<file path="src/rtl/display_scheduler.sv">
`default_nettype none
// ============================================================================
// Module   : display_scheduler
// Purpose  : Round-robin arbitration of three sources for a 4-digit display,
//            with a double-dabble binary-to-BCD converter on the granted value.
// Revision : 1.0 - initial release
// ============================================================================
module display_scheduler #(
    parameter int unsigned HOLD_CYCLES = 100000000,
    parameter int unsigned SAT_MAX     = 9999
) (
    input  logic        clk,
    input  logic        reset,
    input  logic [2:0]  src_req,
    input  logic [47:0] src_value,
    output logic [2:0]  src_grant,
    output logic [15:0] disp_bcd,
    output logic        disp_valid,
    output logic        disp_ovf
);

    localparam logic [15:0] C_SAT_MAX = 16'(SAT_MAX);
    localparam logic [31:0] C_HOLD    = 32'(HOLD_CYCLES);

    typedef enum logic [1:0] {
        IDLE  = 2'd0,
        SHIFT = 2'd1,
        DONE  = 2'd2
    } conv_state_t;

    // First requester strictly after 'from', wrapping, ending at 'from' itself.
    function automatic logic [2:0] pick(input logic [1:0] from, input logic [2:0] req);
        logic [1:0] j;
        logic       found;
        pick  = 3'b000;
        found = 1'b0;
        j     = from;
        for (int k = 0; k < 3; k++) begin
            j = (j == 2'd2) ? 2'd0 : j + 2'd1;
            if (!found && req[j]) begin
                pick[j] = 1'b1;
                found   = 1'b1;
            end
        end
    endfunction

    function automatic logic [1:0] idx(input logic [2:0] oh);
        idx = oh[2] ? 2'd2 : (oh[1] ? 2'd1 : 2'd0);
    endfunction

    logic [2:0]  grant_q, grant_d;
    logic [1:0]  last_q, last_d;
    logic [31:0] hold_q, hold_d;
    logic [2:0]  w_first, w_others;

    always_comb begin
        grant_d  = grant_q;
        last_d   = last_q;
        hold_d   = hold_q;
        w_first  = pick(last_q, src_req);
        w_others = pick(idx(grant_q), src_req & ~grant_q);
        if (grant_q == 3'b000) begin
            if (w_first != 3'b000) begin
                grant_d = w_first;
                last_d  = idx(w_first);
                hold_d  = 32'd0;
            end
        end else if ((src_req & grant_q) == 3'b000) begin
            // A dropped request wins over hold expiry.
            grant_d = w_others;
            if (w_others != 3'b000) begin
                last_d = idx(w_others);
            end
            hold_d = 32'd0;
        end else if (hold_q >= C_HOLD) begin
            hold_d = 32'd0;
            if (w_others != 3'b000) begin
                grant_d = w_others;
                last_d  = idx(w_others);
            end
        end else begin
            hold_d = hold_q + 32'd1;
        end
    end

    always_ff @(posedge clk or negedge reset) begin
        if (!reset) begin
            grant_q <= 3'b000;
            last_q  <= 2'd2;
            hold_q  <= 32'd0;
        end else begin
            grant_q <= grant_d;
            last_q  <= last_d;
            hold_q  <= hold_d;
        end
    end

    // Converter: work register holds {bcd[15:0], binary[15:0]}.
    conv_state_t state_q;
    logic [3:0]  iter_q;
    logic [31:0] work_q, dabble_d;
    logic        ovf_q;
    logic [15:0] disp_bcd_q;
    logic        disp_valid_q, disp_ovf_q;
    logic [15:0] w_value, w_sat, w_bcd;

    always_comb begin
        case (grant_q)
            3'b010:  w_value = src_value[31:16];
            3'b100:  w_value = src_value[47:32];
            default: w_value = src_value[15:0];
        endcase
        w_sat = (w_value > C_SAT_MAX) ? C_SAT_MAX : w_value;
        w_bcd = work_q[31:16];
        for (int n = 0; n < 4; n++) begin
            if (w_bcd[4*n +: 4] >= 4'd5) begin
                w_bcd[4*n +: 4] = w_bcd[4*n +: 4] + 4'd3;
            end
        end
        dabble_d = {w_bcd[14:0], work_q[15:0], 1'b0};
    end

    always_ff @(posedge clk or negedge reset) begin
        if (!reset) begin
            state_q      <= IDLE;
            iter_q       <= 4'd0;
            work_q       <= 32'd0;
            ovf_q        <= 1'b0;
            disp_bcd_q   <= 16'h0000;
            disp_valid_q <= 1'b0;
            disp_ovf_q   <= 1'b0;
        end else begin
            disp_valid_q <= 1'b0;
            case (state_q)
                IDLE: begin
                    if (grant_q != 3'b000) begin
                        work_q  <= {16'h0000, w_sat};
                        ovf_q   <= (w_value > C_SAT_MAX);
                        iter_q  <= 4'd0;
                        state_q <= SHIFT;
                    end
                end
                SHIFT: begin
                    work_q <= dabble_d;
                    iter_q <= iter_q + 4'd1;
                    if (iter_q == 4'd15) begin
                        state_q <= DONE;
                    end
                end
                DONE: begin
                    disp_bcd_q   <= work_q[31:16];
                    disp_ovf_q   <= ovf_q;
                    disp_valid_q <= 1'b1;
                    state_q      <= IDLE;
                end
                default: state_q <= IDLE;
            endcase
        end
    end

    assign src_grant  = grant_q;
    assign disp_bcd   = disp_bcd_q;
    assign disp_valid = disp_valid_q;
    assign disp_ovf   = disp_ovf_q;

endmodule
`default_nettype wire

</file>
<file path="config.mk">
export PLATFORM = sky130hd
export DESIGN_NAME = display_scheduler
export DESIGN_NICKNAME = d
export VERILOG_FILES = /design/src/rtl/display_scheduler.sv
export SDC_FILE = /design/constraint.sdc
export NUM_CORES = 1
export LEC_CHECK = 0
export CAP_MARGIN = 0
export CELL_PAD_IN_SITES_DETAIL_PLACEMENT = 1
export CELL_PAD_IN_SITES_GLOBAL_PLACEMENT = 1
export CORE_MARGIN = 2
export CORE_UTILIZATION = 42
export CTS_BUF_LIST = sky130_fd_sc_hd__clkbuf_16
export CTS_CLUSTER_SIZE = 40
export DETAILED_ROUTE_END_ITERATION = 8
export PLACE_DENSITY = 0.89
export SLEW_MARGIN = 20
export SYNTH_ARGS = -nofsm -noshare
export SYNTH_HDL_FRONTEND = slang
export SYNTH_SLANG_ARGS = --single-unit
</file>
<file path="constraint.sdc">
create_clock -name clk -period 2.5 [get_ports clk]
set_input_delay 0.25 -clock clk [delete_from_list [all_inputs] [get_ports clk]]
set_output_delay 0.25 -clock clk [all_outputs]
set_load 0.01 [all_outputs]
</file>
==> impl_results.md <==
* Result of the run: finished, final reports clean
* Req. time, crit path at 2770 ps
* Starting density of the core at a little over two fifths
* Via count of the first global-routing pass at 4547
* Max-slew violations at 0
* Met1 WL at around 5300 um
* Wirelength, routed at roughly 13000 um
* Initial antenna violation count at 0
* Clock-pin slew reported for the worst setup and hold paths after clock tree synthesis at roughly 70 ps
* Global-route usage over all layers at between 20% and 30%
* Average via count per standard cell at 5.74
* Area added between synthesis and finish at 25.0%
* IO Count at 74
* Number of maximum-capacitance constraint violations at 0
* Setup Crit Path Kind: register to register
* Part of the cycle the worst path needs at 90.0%
* WHS at 345 ps
* Vertical die dimension at ~110 um
* Highest metal used: met4
* H-tree depth reported by CTS at 3
* # nets final at about 640
* Hold Fails Final Rpt at 0
* Proportion of register bits with asynchronous set or reset after synthesis at 100%
* Headroom to the max-slew limit at between 40% and 50%
* Fin crit period at 2250 ps
* Count of nets left with antenna violations after detail routing at 0
* Total nets after synthesis at roughly 560
* CP peak stage delay at 510 ps
* Global placement routability congestion at approximately 0.83
* Root buffer cell: sky130_fd_sc_hd__clkbuf_16
* Clock Sinks at 94
* Total inserted antenna cells at 0
* CP Max Fanout at 13
* Vias at 4131
* Synthesized area per cell at 9.80 um^2
* Met3 routed WL at 344 um
* Post-route standard cell area excluding fillers at a little over 6000 um^2
* Element type at the critical path end: register
* Placed wire-length estimate at slightly above 9000 um
* Pin count of the biggest net entering global routing at 71
* Port Buf Inserts at 73
* CP Cell Sequence: nand2b_1 > o22a_1 > o22ai_1 > or2_1 > o41a_1 > a31oi_1
* Core Area at 11400 um^2
* CP bufs+invs at 0
* Synth Cell Area at between 4000 and 5000 um^2
* Iteration-0 DRC Markers at slightly below 200
* Portion of the post-synthesis area used by sequential elements at about half
* Skew-Pair Late Insertion Delay at 350 ps
* Clk_skew at between 8 and 9 ps
* Min-delay worst type: input pin to async pin
* Layout cell share with drive strength beyond 1 at under 10%
* Peak ir drop on the vdd network at around 0.00068 V
* Avg WL per Cell at around 18 um
* Most used flip-flop cell after synthesis: sky130_fd_sc_hd__dfrtp_1
* CP delay by family, top: compound AO/OA/AOI/OAI gates
* Post-detailed-route DRC marker count at 0
* Largest area contributor in the netlist: sky130_fd_sc_hd__dfrtp_1
* RSZ-0062 raised after global routing: no
* Sum Neg Setup Slack at 0 ps
* Total number of cells along the worst setup path at 6
* Fill count at 1258
* Cell count after synthesis at 497
* Post-synth top area share at approximately 48%
* Setup-violating endpoint count in the final report at 0
* Post-synth EDFFs at 0
* CTS tree: built
* Die X at approximately 110 um
* Total CTS buffers at 9
* P per Cell Area at 1100 nW/um^2
* Router iterations before antenna repair at 5
* Slowest cell on crit path: sky130_fd_sc_hd__o41a_1
* #FFs+latches synth at 94
* Kind of launch point of the worst setup path: register
* Placement row count at 39
* Wire length of the first global-routing pass at about 22000 um
* Arrival @ worst endpoint at 2520 ps
* Floorplan die area at 12500 um^2
* Routed wire length on met2 at between 7000 and 8000 um
* Static Leak at about 2.6 nW
* Maximum buffer depth of the clock tree at 2
* Cell Area, Placed at between 5000 and 6000 um^2
* Register-to-Register Path Depth at 6
* Number of distinct library cells after synthesis at around 60
* Overflow left after global routing at 0
* Fmax achieved at ~0.44 GHz
* Slew at the pin closest to its max-slew limit at around 800 ps
* Count of synthesis-stage warnings from yosys at 0
* Top area cells in the synthesized netlist: sky130_fd_sc_hd__dfrtp_1 48%, sky130_fd_sc_hd__nor2_1 4.2%, sky130_fd_sc_hd__xor2_1 3.8%, sky130_fd_sc_hd__o21ai_0 3.4%, sky130_fd_sc_hd__ha_1 2.8%
flip-flops by register name, summed over array words and instances (netlist names):
register and cells:
src_grant 3, disp_valid 1, disp_bcd 16, state_q 2
iter_q 4, last_q 2, hold_q 32, disp_ovf 1
ovf_q 1, work_q 32
power breakdown:
| group | leakage (nW) | internal (W) | total [W] | switching (W) |
|---|---|---|---|---|
| registers | 1.24 | 0.00195 | 0.00231 | 0.000356 |
| logic | 1.22 | 0.00127 | 0.00302 | 0.00174 |
| clock network | 0.146 | 0.000779 | 0.00138 | 0.000605 |
| total | 2.61 | 0.00400 | 0.00671 | 0.00270 |
layer usage:
layer / vias up / global-route usage, %
met5: - / 0
met3: 28 / 3.86
met1: 2098 / 24.6
li1: 1928 / -
met2: 77 / 39.7
met4: 0 / 8.07
kinds of logic (layout without fill, tap and decap cells):
logic type	count (synthesis)	after routing	share of synthesized area (%)
compound gates	137	137	18.9
mux	10	10	2.31
xor+xnor	33	33	5.94
flops	94	94	48.3
simple gates	175	175	18.4
buf+inv	37	117	3.31
fa+ha+maj	11	11	2.83
synth_stat cells (2+ instances only):
master                     count
sky130_fd_sc_hd__buf_2         6
sky130_fd_sc_hd__nor2_1       55
sky130_fd_sc_hd__a41oi_1       2
sky130_fd_sc_hd__nor3_1        4
sky130_fd_sc_hd__o22a_1       14
sky130_fd_sc_hd__inv_1        13
sky130_fd_sc_hd__or3_1         4
sky130_fd_sc_hd__or2_2         2
sky130_fd_sc_hd__xor2_1       21
sky130_fd_sc_hd__a31oi_1       7
sky130_fd_sc_hd__nor2b_1       5
sky130_fd_sc_hd__nand3_1      21
sky130_fd_sc_hd__and3_1       11
sky130_fd_sc_hd__and2_1        3
sky130_fd_sc_hd__ha_1         11
sky130_fd_sc_hd__xnor2_1      12
sky130_fd_sc_hd__o22ai_1      15
sky130_fd_sc_hd__o31ai_1       9
sky130_fd_sc_hd__nand2b_1     10
sky130_fd_sc_hd__o21bai_1      2
sky130_fd_sc_hd__o211ai_1      2
sky130_fd_sc_hd__a211oi_1      2
sky130_fd_sc_hd__a21oi_1      27
sky130_fd_sc_hd__a32o_1        4
sky130_fd_sc_hd__a21o_1        7
sky130_fd_sc_hd__o32ai_1       3
sky130_fd_sc_hd__o21ai_0      33
sky130_fd_sc_hd__mux2_2       10
sky130_fd_sc_hd__and4_1        4
sky130_fd_sc_hd__buf_4         2
sky130_fd_sc_hd__clkbuf_1     14
sky130_fd_sc_hd__dfrtp_1      93
sky130_fd_sc_hd__nand3b_1      4
sky130_fd_sc_hd__nand2_1      35
sky130_fd_sc_hd__nand4_1       6
cells in the final DEF, fill, tap and decap left out, types with 3 or more instances in the layout:
cell / netlist / final
sky130_fd_sc_hd__nor2b_1: 5 / 5
sky130_fd_sc_hd__a32o_1: 4 / 4
sky130_fd_sc_hd__o22ai_1: 15 / 15
sky130_fd_sc_hd__a21o_1: 7 / 7
sky130_fd_sc_hd__clkbuf_16: 0 / 9
sky130_fd_sc_hd__o32ai_1: 3 / 3
sky130_fd_sc_hd__nand2_1: 35 / 35
sky130_fd_sc_hd__nor2_1: 55 / 55
sky130_fd_sc_hd__nor3_1: 4 / 4
sky130_fd_sc_hd__o21ai_0: 33 / 33
sky130_fd_sc_hd__or3_1: 4 / 4
sky130_fd_sc_hd__o31ai_1: 9 / 9
sky130_fd_sc_hd__xnor2_1: 12 / 12
sky130_fd_sc_hd__nand4_1: 6 / 6
sky130_fd_sc_hd__and4_1: 4 / 4
sky130_fd_sc_hd__buf_4: 2 / 14
sky130_fd_sc_hd__xor2_1: 21 / 21
sky130_fd_sc_hd__ha_1: 11 / 11
sky130_fd_sc_hd__a31oi_1: 7 / 7
sky130_fd_sc_hd__mux2_2: 10 / 10
sky130_fd_sc_hd__dfrtp_1: 93 / 93
sky130_fd_sc_hd__o22a_1: 14 / 14
sky130_fd_sc_hd__nand3_1: 21 / 21
sky130_fd_sc_hd__inv_1: 13 / 14
sky130_fd_sc_hd__clkdlybuf4s50_1: 0 / 72
sky130_fd_sc_hd__and2_1: 3 / 3
sky130_fd_sc_hd__nand3b_1: 4 / 4
sky130_fd_sc_hd__inv_6: 0 / 3
sky130_fd_sc_hd__nand2b_1: 10 / 10
sky130_fd_sc_hd__and3_1: 11 / 11
sky130_fd_sc_hd__a21oi_1: 27 / 27
path summary, 6_finish.rpt:
check / from / end / slack [ps]
worst max-delay path: src_grant[1] / work_q[2] / 250
worst max register to register: src_grant[1] / work_q[2] / 250
min in group clk: work_q[12] / work_q[13] / 490
max in group asynchronous: reset / last_q[1] / 1440
worst min register to register: work_q[12] / work_q[13] / 490
worst min-delay path: reset / work_q[3] / 350
metrics by stage:
stage	instances	worst slack (ps)	utilization, %	total power (W)
floorplan	497	556	-	0.00429
global placement	703	291	50.9	0.00510
detailed placement	703	186	50.9	0.00530
CTS	720	228	53.5	0.00674
global route	720	108	53.5	0.00717
finish	720	249	53.5	0.00671
layout make-up:
class	instances	area [um^2]	area share, %
Clock buffer	9	225	3.70
Timing Repair Buffer	88	856	14.1
Tap cell	143	179	2.94
Inverter	13	48.8	0.801
Multi-Input combinational cell	366	2350	38.7
Clock inverter	7	71.3	1.17
Sequential cell	94	2350	38.7
timing repair:
item	4_1_cts	5_1_grt
gates resized for setup	0	0
setup buffers	0	0
hold buffers	1	0
endpoints found under the hold margin	24	0
(Power assumes the default switching activity.)
